$ cat src/rtl/conv_encoder_framed_pkg.sv
// Shared types and constants for the framed convolutional encoder.
package conv_enc_pkg;

    localparam logic [1:0] S_IDLE  = 2'd0;
    localparam logic [1:0] S_DATA  = 2'd1;
    localparam logic [1:0] S_TAIL  = 2'd2;
    localparam logic [1:0] S_DRAIN = 2'd3;

    typedef enum logic [1:0] {
        IDLE  = S_IDLE,
        DATA  = S_DATA,
        TAIL  = S_TAIL,
        DRAIN = S_DRAIN
    } state_t;

    // Standard generator sets; the low K bits are G[0] and drive out_bits[0].
    localparam logic [5:0]  G_K3 = {3'b101, 3'b111};
    localparam logic [13:0] G_K7 = {7'b1011011, 7'b1111001};

    localparam int MAX_K = 9;

    function automatic logic parity_taps(input logic [MAX_K-1:0] poly,
                                         input logic [MAX_K-1:0] taps);
        return ^(poly & taps);
    endfunction

endpackage

$ cat src/rtl/conv_encoder_framed_if.sv
// Frame control and input/output handshake bundle of the framed encoder.
interface conv_encoder_framed_if #(
    parameter int N_OUT = 2,
    parameter int LEN_W = 8
);
    logic             start;
    logic [LEN_W-1:0] frame_len;
    logic             in_valid;
    logic             in_bit;
    logic             in_ready;
    logic             out_valid;
    logic [N_OUT-1:0] out_bits;
    logic             out_last;
    logic             out_ready;
    logic             busy;
    logic             zeroed;
    logic             done;

    modport master (
        output start, frame_len, in_valid, in_bit, out_ready,
        input  in_ready, out_valid, out_bits, out_last, busy, zeroed, done
    );

    modport slave (
        input  start, frame_len, in_valid, in_bit, out_ready,
        output in_ready, out_valid, out_bits, out_last, busy, zeroed, done
    );
endinterface

$ cat src/rtl/conv_encoder_framed_core.sv
// Encoder shift register and the N_OUT generator parity taps.
module conv_enc_core
    import conv_enc_pkg::*;
#(
    parameter int                 K     = 3,
    parameter int                 N_OUT = 2,
    parameter logic [N_OUT*K-1:0] G     = G_K3
) (
    input  logic             clk,
    input  logic             clear,
    input  logic             load,
    input  logic             enc_bit,
    output logic [N_OUT-1:0] codeword,
    output logic             zeroed
);
    // sr[K-2] holds the newest bit, sr[0] the oldest.
    logic [K-2:0] sr;

    always_ff @(posedge clk) begin
        if (clear) begin
            sr <= '0;
        end else if (load) begin
            sr <= {enc_bit, sr[K-2:1]};
        end
    end

    always_comb begin
        codeword = '0;
        for (int i = 0; i < N_OUT; i++) begin
            codeword[i] = parity_taps(MAX_K'(G[i*K +: K]), MAX_K'({enc_bit, sr}));
        end
    end

    assign zeroed = (sr == '0);

endmodule

$ cat src/rtl/conv_encoder_framed.sv
// Framed rate-1/N_OUT convolutional encoder: frame FSM, counters, output slot and handshakes.
// Every frame is followed by K-1 zero tail bits so the trellis ends in the all-zero state.
module conv_encoder_framed
    import conv_enc_pkg::*;
#(
    parameter int                 K     = 3,
    parameter int                 N_OUT = 2,
    parameter logic [N_OUT*K-1:0] G     = G_K3,
    parameter int                 LEN_W = 8
) (
    input logic                  clk,
    input logic                  reset,
    conv_encoder_framed_if.slave bus
);
    localparam int TCNT_W = $clog2(K);

    state_t            state;
    logic [LEN_W-1:0]  cnt;
    logic [TCNT_W-1:0] tcnt;
    logic              out_valid;
    logic              out_last;
    logic [N_OUT-1:0]  out_bits;
    logic [N_OUT-1:0]  codeword;
    logic              slot_free;
    logic              in_ready;
    logic              accept;
    logic              tail_load;
    logic              load;
    logic              enc_bit;
    logic              clear;
    logic              zeroed;

    assign slot_free = !out_valid || bus.out_ready;
    assign in_ready  = !reset && (state == DATA) && slot_free;
    assign accept    = in_ready && bus.in_valid;
    assign tail_load = !reset && (state == TAIL) && slot_free;
    assign load      = accept || tail_load;
    assign enc_bit   = accept ? bus.in_bit : 1'b0;
    assign clear     = reset || ((state == IDLE) && bus.start);

    conv_enc_core #(
        .K     (K),
        .N_OUT (N_OUT),
        .G     (G)
    ) u_core (
        .clk      (clk),
        .clear    (clear),
        .load     (load),
        .enc_bit  (enc_bit),
        .codeword (codeword),
        .zeroed   (zeroed)
    );

    always_ff @(posedge clk) begin
        if (reset) begin
            state <= IDLE;
            cnt   <= '0;
            tcnt  <= '0;
        end else begin
            case (state)
                IDLE: begin
                    if (bus.start) begin
                        cnt   <= bus.frame_len;
                        tcnt  <= TCNT_W'(K-1);
                        state <= (bus.frame_len != '0) ? DATA : TAIL;
                    end
                end
                DATA: begin
                    if (accept) begin
                        cnt <= cnt - LEN_W'(1);
                        if (cnt == LEN_W'(1)) begin
                            tcnt  <= TCNT_W'(K-1);
                            state <= TAIL;
                        end
                    end
                end
                TAIL: begin
                    if (tail_load) begin
                        tcnt <= tcnt - TCNT_W'(1);
                        if (tcnt == TCNT_W'(1)) begin
                            state <= DRAIN;
                        end
                    end
                end
                DRAIN: begin
                    if (out_valid && bus.out_ready) begin
                        state <= IDLE;
                    end
                end
                default: state <= IDLE;
            endcase
        end
    end

    // A load into a free slot wins over the handshake that freed it.
    always_ff @(posedge clk) begin
        if (reset) begin
            out_valid <= 1'b0;
            out_bits  <= '0;
            out_last  <= 1'b0;
        end else if (load) begin
            out_valid <= 1'b1;
            out_bits  <= codeword;
            out_last  <= tail_load && (tcnt == TCNT_W'(1));
        end else if (out_valid && bus.out_ready) begin
            out_valid <= 1'b0;
            out_last  <= 1'b0;
        end
    end

    assign bus.in_ready  = in_ready;
    assign bus.out_valid = out_valid;
    assign bus.out_bits  = out_bits;
    assign bus.out_last  = out_last;
    assign bus.busy      = (state != IDLE);
    assign bus.zeroed    = zeroed;
    assign bus.done      = !reset && (state == DRAIN) && out_valid && bus.out_ready;

endmodule

$ cat src/flat_wrapper.sv
// flat-port wrapper written by rule: the top's interface ports become plain ports
module conv_encoder_framed_flat import conv_enc_pkg::*;
#(
    parameter int                 K     = 3,
    parameter int                 N_OUT = 2,
    parameter logic [N_OUT*K-1:0] G     = G_K3,
    parameter int                 LEN_W = 8
)
  (clk, reset, bus_start, bus_frame_len, bus_in_valid, bus_in_bit, bus_out_ready, bus_in_ready, bus_out_valid, bus_out_bits, bus_out_last, bus_busy, bus_zeroed, bus_done);
  conv_encoder_framed_if #(.N_OUT(N_OUT), .LEN_W(LEN_W)) bus_i ();
  input logic clk;
  input logic reset;
  input wire logic [$bits(bus_i.start)-1:0] bus_start;
  input wire logic [$bits(bus_i.frame_len)-1:0] bus_frame_len;
  input wire logic [$bits(bus_i.in_valid)-1:0] bus_in_valid;
  input wire logic [$bits(bus_i.in_bit)-1:0] bus_in_bit;
  input wire logic [$bits(bus_i.out_ready)-1:0] bus_out_ready;
  output wire logic [$bits(bus_i.in_ready)-1:0] bus_in_ready;
  output wire logic [$bits(bus_i.out_valid)-1:0] bus_out_valid;
  output wire logic [$bits(bus_i.out_bits)-1:0] bus_out_bits;
  output wire logic [$bits(bus_i.out_last)-1:0] bus_out_last;
  output wire logic [$bits(bus_i.busy)-1:0] bus_busy;
  output wire logic [$bits(bus_i.zeroed)-1:0] bus_zeroed;
  output wire logic [$bits(bus_i.done)-1:0] bus_done;
  assign bus_i.start = bus_start;
  assign bus_i.frame_len = bus_frame_len;
  assign bus_i.in_valid = bus_in_valid;
  assign bus_i.in_bit = bus_in_bit;
  assign bus_i.out_ready = bus_out_ready;
  assign bus_in_ready = bus_i.in_ready;
  assign bus_out_valid = bus_i.out_valid;
  assign bus_out_bits = bus_i.out_bits;
  assign bus_out_last = bus_i.out_last;
  assign bus_busy = bus_i.busy;
  assign bus_zeroed = bus_i.zeroed;
  assign bus_done = bus_i.done;
  conv_encoder_framed #(.K(K), .N_OUT(N_OUT), .G(G), .LEN_W(LEN_W)) u_core (.clk(clk), .reset(reset), .bus(bus_i));
endmodule
$ cat config.mk
export PLATFORM = sky130hd
export DESIGN_NAME = conv_encoder_framed_flat
export DESIGN_NICKNAME = d
export VERILOG_FILES = /design/src/rtl/conv_encoder_framed_pkg.sv /design/src/rtl/conv_encoder_framed_if.sv /design/src/rtl/conv_encoder_framed_core.sv /design/src/rtl/conv_encoder_framed.sv /design/src/flat_wrapper.sv
export SDC_FILE = /design/constraint.sdc
export NUM_CORES = 1
export LEC_CHECK = 0
export ABC_AREA = 1
export ABC_CLOCK_PERIOD_IN_PS = 2050
export BUFFER_PORTS_ARGS = -buffer_cell sky130_fd_sc_hd__buf_2
export CAP_MARGIN = 20
export CORE_MARGIN = 5
export CORE_UTILIZATION = 30
export CTS_CLUSTER_DIAMETER = 200
export DETAILED_ROUTE_END_ITERATION = 16
export SYNTH_ARGS = -nofsm -noshare
export SYNTH_HDL_FRONTEND = slang
export SYNTH_SLANG_ARGS = --single-unit
$ cat constraint.sdc
create_clock -name clk -period 2.05 [get_ports clk]
set_input_delay 0.3075 -clock clk [delete_from_list [all_inputs] [get_ports clk]]
set_output_delay 0.3075 -clock clk [all_outputs]
set_load 0.02 [all_outputs]
==> key figures <==
Synthesis
  • Post-synth top area cell: dfxtp_1
  • Area contributors post-synth: dfxtp_1 (28%), nor2_1 (10%), nand2_1 (9.7%)
  • Syn nets: 220
  • Yosys reg bits: 18
  • Post-synth EDFFs: 0
  • Yosys top cell area share: 0.282
  • Top-count cell post-synth: nor2_1
  • Post-synthesis instance total: 197
  • Distinct cell type count of the synthesized netlist: 28
  • Syn_area_per_cell: 6.49 um2
  • Synth Warn #: 0
  • Seq/Total Area, Yosys: 0.282
  • Synth cell count leaders: nor2_1 (35), nand2_1 (33), inv_1 (29), dfxtp_1 (18), o21ai_0 (15)
  • Synthesized area: 1280 um2
  • Post-synth ARST share: 0
  • Top_reg_cell synth: dfxtp_1

Setup path
  • Startpoint types: register
  • Crit Path Category: register to register
  • Crit-path max FO: 12
  • CP Data Arrival Time: 1870 ps
  • CP endpoint kind: register
  • Req. time, crit path: 2200 ps

CTS
  • Clock sink count: 18
  • Worst-skew pair later-pin latency: 250 ps
  • Clock Path Buffers: 2
  • PostCTS Resize Cnt: 0
  • Reg clk slew, reported paths: 70 ps
  • CTS root buf: clkbuf_8
  • CTS tree: built
  • H-tree depth: 1
  • CTS Hold Bufs: 0
  • Postcts setup bufs: 0
  • Num CTS Buffers: 3

Finish
  • Nets: 244
  • Layout cells sized above 1: 0.210
  • ANT cells: 0
  • Fillers: 434
  • Layout Area Growth over Synthesis: 15.0%

GRT
  • Total GRT Usage: 0.109
  • Vias in the first global route: 1153
  • First-pass GRT wire length: 4780 um
  • Routing usage on met2: 0.198
  • Met3 usage: 0.0307
  • Most used routing layer: met2
  • Largest net degree at the start of global routing: 14
  • Met1 Usage GRT: 0.125
  • Initial antenna violation count: 0
  • GRT overflow: 0

STA
  • Fin crit period: 1730 ps
  • FMAX: 579 MHz
  • Slew margin rel.: 0.744
  • Final Hold Viols: 0
  • Max-slew violation count: 0
  • Worst slew pin tran: 382 ps
  • RSZ-0062 raised after global routing: no
  • Final worst path period share: 0.842
  • Final setup fails: 0
  • Setup TNS: 0 ps
  • Clock Skew: 5.54 ps

Floorplan
  • Num rows: 23
  • Die width: 75.3 um
  • Core area: 4060 um2
  • Die Ht: 75.3 um
  • Top Ports: 22
  • Starting Density: 0.315
  • Die Area: 5670 um2

Power
  • PwrDens: 1550 nW/um2
  • Total power: 2.28 mW
  • Leak pwr: 0.716 nW
  • Maximum VDD drop: 0.000520 V

Run status
  • Outcome: finished, final reports clean

Drt
  • WL/cell: 10.4 um
  • Via count: 1230
  • Post-DRT Antenna Nets: 0
  • DR vias/cell: 4.57
  • Iter 0 DRT Violations: 48
  • DRC Markers: 0
  • 1st-pass router iterations: 4
  • DRT Wirelength: 2810 um

Hold path
  • HP Class: input pin to register

Placement
  • Final HPWL DP: 2260 um
  • Port-buffer cells: 21
  • Final RePlAce weighted congestion: 0.808

Flow run
  • MaxCap Viol Count: 0
==> routing by layer <==
metal	part of all wire	vias up	wire length, um
met5	0	-	0
met4	0.0085	0	24
met3	0.056	2	157
met2	0.46	23	1290
met1	0.48	537	1340
li1	-	668	-
==> power by group <==
part	switching, mW	internal [mW]
clock	0.121	0.131
combinational	0.907	0.516
sequential	0.123	0.486
==> layout by cell type (no fill, tap or decap) <==
master,count
nand2_1,33
xnor2_1,1
o21ai_1,2
clkinv_2,1
or2_2,2
buf_4,2
ha_1,9
o21ai_0,15
dfxtp_1,18
a21oi_1,11
nand3_1,13
nand3_4,1
nor2_4,1
nor2_2,2
nor2_1,35
nor3_1,2
nor3_2,1
o22ai_1,1
a21oi_2,5
inv_1,29
inv_4,1
clkbuf_8,3
buf_2,21
inv_2,2
o211ai_1,1
nand2_2,4
or2_0,1
nand4_1,1
a211oi_1,1
==> flip-flops by register name (all words and copies together) (netlist names) <==
register and count:
u_core.cnt 8, u_core.state 2, u_core.bus.out_bits 2, u_core.tcnt 2
u_core.bus.out_valid 1, u_core.bus.out_last 1, u_core.u_core.sr 2
==> critical path: stages (launching register included) <==
cell and delay, ps:
dfxtp_1 360, inv_1 90, ha_1 230, buf_4 180, nor2_1 120, nor2_1 70
nand2_2 250, inv_2 90, o21ai_0 170, a21oi_1 50
==> cell type report <==
class | instances | area, um2 | area share
Tap cell | 50 | 62.6 | 0.0426
Multi-Input combinational cell | 142 | 758 | 0.516
Clock buffer | 3 | 41.3 | 0.0281
Inverter | 33 | 128 | 0.0868
Sequential cell | 18 | 360 | 0.245
Timing Repair Buffer | 23 | 120 | 0.0817
==> cells by family (layout without fill, tap and decap cells) <==
logic type / after synthesis / after routing / share of synthesized area
compound gates: 36 / 36 / 0.160
xor+xnor: 1 / 1 / 0.00685
fa+ha+maj: 9 / 9 / 0.0881
buf+inv: 37 / 59 / 0.125
flops: 18 / 18 / 0.282
simple gates: 96 / 96 / 0.338
==> path summary, 6_finish.rpt <==
path	start	endpoint	slack [ps]	cells past startpoint
setup / recovery	u_core.state[1]	u_core.cnt[5]	320	9
hold / removal	bus_frame_len[7]	u_core.cnt[7]	360	3
setup reg to reg	u_core.state[1]	u_core.cnt[5]	320	9
hold reg to reg	u_core.tcnt[1]	u_core.tcnt[1]	490	2
==> through the flow <==
step / hold WS, ps / worst slack [ps] / utilization / std cells / area (um2)
after floorplan: 455 / 311 / - / 197 / 1280
after global placement: 474 / 401 / 0.352 / 266 / 1430
after detailed placement: 482 / 348 / 0.352 / 266 / 1430
after CTS: 355 / 330 / 0.362 / 269 / 1470
after global routing: 373 / 102 / 0.362 / 269 / 1470
final: 361 / 324 / 0.362 / 269 / 1470
Power figures use the tool's default switching activity.
